<file path="src/rtl/fifo2axi.sv">
// FIFO-to-AXI-stream egress: pops packed words from a 1-cycle-latency FIFO into a
// 3-entry skid buffer whose head drives the stream; tx_en stops only on packet ends.
module fifo2axi #(
   parameter int DW    = 8,
   parameter int UDW   = 10,
   parameter int U_DLY = 1,
   parameter int DEW   = DW/8,
   parameter int FW    = DW+DEW+UDW+1
) (
   input  logic           clk_sys,
   input  logic           rst_n,
   input  logic           tx_en,
   output logic           tx_busy,
   output logic           tx_pkt_done,
   output logic [15:0]    tx_pkt_cnt,
   output logic           fifo_rd_en,
   input  logic [FW-1:0]  fifo_rd_data,
   input  logic           fifo_empty,
   input  logic           axi_ready,
   output logic           axi_valid,
   output logic [DW-1:0]  axi_data,
   output logic           axi_last,
   output logic [DEW-1:0] axi_keep,
   output logic [UDW-1:0] axi_user
);

   typedef struct packed {
      logic [UDW-1:0] user;
      logic [DEW-1:0] keep;
      logic           last;
      logic [DW-1:0]  data;
   } word_t;

   typedef enum logic [1:0] {IDLE, RUN, STOP} state_t;

   // U_DLY only matters for delay-annotated simulation builds; this logic uses zero-delay NBAs.
   if (U_DLY > 0) begin : g_sim_dly
   end

   state_t      state, state_nxt;
   word_t [2:0] buf_q;
   word_t       rd_word;
   logic [1:0]  buf_cnt;
   logic [1:0]  wr_idx;
   logic [2:0]  occ;
   logic        rd_pend;
   logic        last_acc;
   logic        push, pop;

   assign rd_word = fifo_rd_data;
   assign pop     = axi_valid & axi_ready;
   assign push    = rd_pend;
   assign wr_idx  = pop ? buf_cnt - 2'd1 : buf_cnt;
   assign occ     = {1'b0, buf_cnt} + {2'b00, rd_pend};

   always_ff @(posedge clk_sys or negedge rst_n) begin
      if (!rst_n) state <= IDLE;
      else        state <= state_nxt;
   end

   // Reads depend on registered state only, so axi_ready never reaches fifo_rd_en.
   always_comb begin
      state_nxt  = state;
      fifo_rd_en = 1'b0;
      case (state)
         IDLE: if (tx_en) state_nxt = RUN;
         RUN: begin
            fifo_rd_en = !fifo_empty && (occ < 3'd3);
            if (!tx_en) state_nxt = STOP;
         end
         STOP: begin
            // One read at a time so the packet end is seen before another word is requested.
            fifo_rd_en = !fifo_empty && !rd_pend && !last_acc && (buf_cnt != 2'd3);
            if (tx_en)                         state_nxt = RUN;
            else if (rd_pend && rd_word.last)  state_nxt = IDLE;
            else if (!rd_pend && last_acc)     state_nxt = IDLE;
         end
         default: state_nxt = IDLE;
      endcase
   end

   // last_acc starts at 1: before any word is taken we sit on a packet boundary.
   always_ff @(posedge clk_sys or negedge rst_n) begin
      if (!rst_n) begin
         buf_q    <= '0;
         buf_cnt  <= 2'd0;
         rd_pend  <= 1'b0;
         last_acc <= 1'b1;
      end else begin
         rd_pend <= fifo_rd_en;
         if (pop) begin
            buf_q[0] <= buf_q[1];
            buf_q[1] <= buf_q[2];
         end
         if (push) begin
            buf_q[wr_idx] <= rd_word;
            last_acc      <= rd_word.last;
         end
         case ({push, pop})
            2'b10:   buf_cnt <= buf_cnt + 2'd1;
            2'b01:   buf_cnt <= buf_cnt - 2'd1;
            default: ;
         endcase
      end
   end

   always_ff @(posedge clk_sys or negedge rst_n) begin
      if (!rst_n) begin
         tx_pkt_done <= 1'b0;
         tx_pkt_cnt  <= 16'd0;
      end else begin
         tx_pkt_done <= pop & axi_last;
         if (pop & axi_last) tx_pkt_cnt <= tx_pkt_cnt + 16'd1;
      end
   end

   assign axi_valid = (buf_cnt != 2'd0);
   assign axi_data  = buf_q[0].data;
   assign axi_last  = buf_q[0].last;
   assign axi_keep  = buf_q[0].keep;
   assign axi_user  = buf_q[0].user;
   assign tx_busy   = (state != IDLE) || (buf_cnt != 2'd0);

endmodule

</file>
<file path="config.mk">
export PLATFORM = sky130hd
export DESIGN_NAME = fifo2axi
export DESIGN_NICKNAME = d
export VERILOG_FILES = /design/src/rtl/fifo2axi.sv
export SDC_FILE = /design/constraint.sdc
export NUM_CORES = 1
export LEC_CHECK = 0
export ABC_AREA = 1
export ABC_CLOCK_PERIOD_IN_PS = 1700
export CAP_MARGIN = 20
export CORE_ASPECT_RATIO = 1.2
export CORE_MARGIN = 4
export CORE_UTILIZATION = 35
export CTS_CLUSTER_SIZE = 30
export DETAILED_ROUTE_END_ITERATION = 8
export HOLD_SLACK_MARGIN = 0.05
export PLACE_DENSITY = 0.63
export SLEW_MARGIN = 5
export SYNTH_ARGS = -nofsm -noshare
export SYNTH_HDL_FRONTEND = slang
export SYNTH_SLANG_ARGS = --single-unit
export TNS_END_PERCENT = 1
</file>
<file path="constraint.sdc">
create_clock -name clk_sys -period 1.7 [get_ports clk_sys]
set_input_delay 0.255 -clock clk_sys [delete_from_list [all_inputs] [get_ports clk_sys]]
set_output_delay 0.255 -clock clk_sys [all_outputs]
set_load 0.005 [all_outputs]
</file>
==> metrics.md <==
| Metric | Value |
|---|---|
| Finish-stage setup viols | 1 |
| Crit path from | buf_cnt[0]$_DFFE_PN0P_ |
| Cell Area, Placed | 0.00499 sq mm |
| Unique masters post-synth | 19 |
| Outcome | finished, violations left |
| Clock tree sinks | just over 80 |
| VDD IR-drop max | 0.613 mV |
| Gp weighted congestion | around 0.82 |
| Global-route wire length before repair | between 15000 and 20000 microns |
| CTS tree | yes |
| Number of global-route vias before repair | 3483 |
| Worst setup EP type | primary output |
| Die area | about 0.014 sq mm |
| Layout area overhead | 29.7% |
| Clock Tree Root | clkbuf_16 |
| Antenna violations before repair | 0 |
| Die X-Extent | between 100 and 150 microns |
| Top post-synthesis cells by area | dfrtp_1, nand2_1, o21ai_0 |
| Core Rows | 43 |
| CP Data Required Time | 1440 ps |
| Failing checks | setup timing |
| Synth top area share | 49.3% |
| Cell area after technology mapping | 0.00416 sq mm |
| CP max FO | 2 |
| Initial core utilization | 35.8% |
| First-pass DRT Iterations | 4 |
| Initial DRC Count | 177 |
| Largest net degree at the start of global routing | 84 |
| CTS Buffer Depth | 2 |
| Synth area leader | dfrtp_1 |
| Worst reg2reg endpoint | buf_q[59]$_DFFE_PN0P_ |
| Overall Global Routing Usage | 14.9% |
| Core box area | 0.0116 sq mm |
| P_leak | approximately 2.5 nW |
| Gate power share | 39.2% |
| Cells after Synth | 524 |
| RSZ-0062 raised after global routing | yes |
| Seq pwr share | 36.4% |
| Htree depth | 3 |
| Number of synthesis warnings | 0 |
| Avg Inst Size Synth | 7.94 sq um |
| Crit path time final | 1890 ps |
| Pwr dens | 1490 mW/mm^2 |
| Slew Viols, Final | 0 |
| Clock-pin slew on the worst setup and hold paths | 60 ps |
| Fin util | 46.4% |
| Antenna Cells | 0 |
| CP Data Arrival Time | 1640 ps |
| I/O Pins | 65 |
| Clock latency at the later pin of the worst-skew pair | between 300 and 400 ps |
| Worst R2R Path Depth | 11 |
| ANT nets after route | 0 |
| Slew @ Worst Pin | 475 ps |
| Fraction of layout cells with a size suffix above 1 | 11.7% |
| Commonest non-fill, non-tap cell in the layout | nand2_1 |
| Final worst slack | -194 ps |
| Synth Register Bits | 83 |
| DRC violations left | 0 |
| Hold Fails Final Rpt | 0 |
| Post-route cell area | about 0.0054 sq mm |
| I/O Buffers | 64 |
| Most frequent cells in the layout | nand2_1, dfrtp_1, clkdlybuf4s50_1 |
| Detailed Place HPWL | 6390 microns |
| Net Sw Frac | 34.4% |
| Max_slew headroom | 68.3% |
| CTS buffer count | 9 |
| WHS | 470 ps |
| GR Overflow Total | 0 |
| Int Power | ~5.3 mW |
| Syn nets | 560 |
| Max-Cap Viols | 0 |
| Sw power | 2.77 mW |
| WL per Instance | 12.8 microns |
| Fmax | about 0.53 GHz |
| Via count | 3449 |
| Final Cycle Share | 111% |
| # nets final | 623 |
| Place WS | -342 ps |
| Overall Power | 8.05 mW |
| Die Ht | 127 microns |
| Reg2reg start | buf_cnt[0]$_DFFE_PN0P_ |
| Reg2reg setup slack | about 60 ps |
| Final setup skew | 6.05 ps |
| Clock share of power | 24.4% |
| Fraction of the yosys area taken by sequential cells | between 40% and 50% |
| Routed WL | 9580 microns |
| Path type of the worst min-delay path | input pin to async pin |
| Critical Path Source Type | register |
| Vias/cell | 4.60 |
| Crit path kind | register to primary output |
==> layout make-up <==
cell class	instances	area, sq um
inverters	60	230
repair buffers	95	901
multi-input cells	338	1690
flip-flops and latches	83	2080
clock buffers	10	239
fillers	1153	6220
clock inverters	6	65.1
well taps	157	196
==> cell usage after synthesis, drive strengths merged <==
| library cell | number |
|---|---|
| nand2 | 172 |
| o21ai | 86 |
| dfrtp | 82 |
| inv | 60 |
| buf | 29 |
| nand4 | 21 |
| nor2 | 21 |
| clkbuf | 14 |
| nand3 | 12 |
| ha | 11 |
| xnor2 | 11 |
| nor3 | 2 |
| xor2 | 2 |
| dfstp | 1 |
==> sequential cells by signal, summed over array words and instances (netlist names), 2 cells and up <==
name        cells
buf_cnt         2
axi_data        8
axi_user       10
tx_pkt_cnt     16
buf_q          40
state           2
==> power by group through the flow <==
stage	sequential, mW	combinational [mW]	clock (mW)
4_1_cts	2.94	3.13	2.03
3_5_place_dp	2.97	3.04	0
5_1_grt	3.01	3.60	2.10
6_report	2.93	3.16	1.97
2_1_floorplan	2.90	1.93	0
3_3_place_gp	2.95	2.98	0
==> worst max-delay path: stages (launching register included) <==
cell     delay [ps]
dfrtp_1         390
ha_2            210
ha_4            210
nand2_2          40
nand2_1          40
o21ai_1         120
nand2_1          60
nor2_1          100
buf_2           130
==> how the worst max path moves through the flow <==
stage | end | cells after the start
floorplan | buf_cnt[1]$_DFFE_PN0P_ | 7
global placement | fifo_rd_en | 8
detailed placement | fifo_rd_en | 8
CTS | fifo_rd_en | 8
global route | fifo_rd_en | 8
finish | fifo_rd_en | 8
==> logic make-up (layout without fill, tap and decap cells) <==
| logic type | Yosys count | in the layout | share of synthesized area, % |
|---|---|---|---|
| compound gates | 86 | 86 | 10.3 |
| xor+xnor | 13 | 13 | 2.74 |
| fa+ha+maj | 11 | 11 | 3.31 |
| buf+inv | 103 | 171 | 11.2 |
| flops | 83 | 83 | 49.9 |
| simple gates | 228 | 228 | 22.4 |
==> per-layer routing <==
layer	up-vias	GRT usage [%]	part of all wire, %	wire [microns]
met5	-	0	0	0
met4	0	6.24	1.5	147
met3	12	3.08	4.9	467
met2	78	24.8	49	4700
met1	1588	18.9	44	4260
li1	1771	-	-	-
==> what timing repair did <==
| action | 4_1_cts | 5_1_grt |
|---|---|---|
| hold endpoints to repair | 82 | 0 |
| pin swaps | 5 | 6 |
| hold buffers | 1 | 0 |
| resized for setup | 15 | 18 |
| setup endpoints to repair | 71 | 66 |
| setup buffers | 1 | 0 |
==> stage by stage <==
stage | TNS (ps) | cells
2_1_floorplan | 0 | 524
3_3_place_gp | -6730 | 731
3_5_place_dp | -7110 | 731
4_1_cts | -548 | 749
5_1_grt | -2190 | 749
6_report | -194 | 749
(Power assumes the default switching activity.)
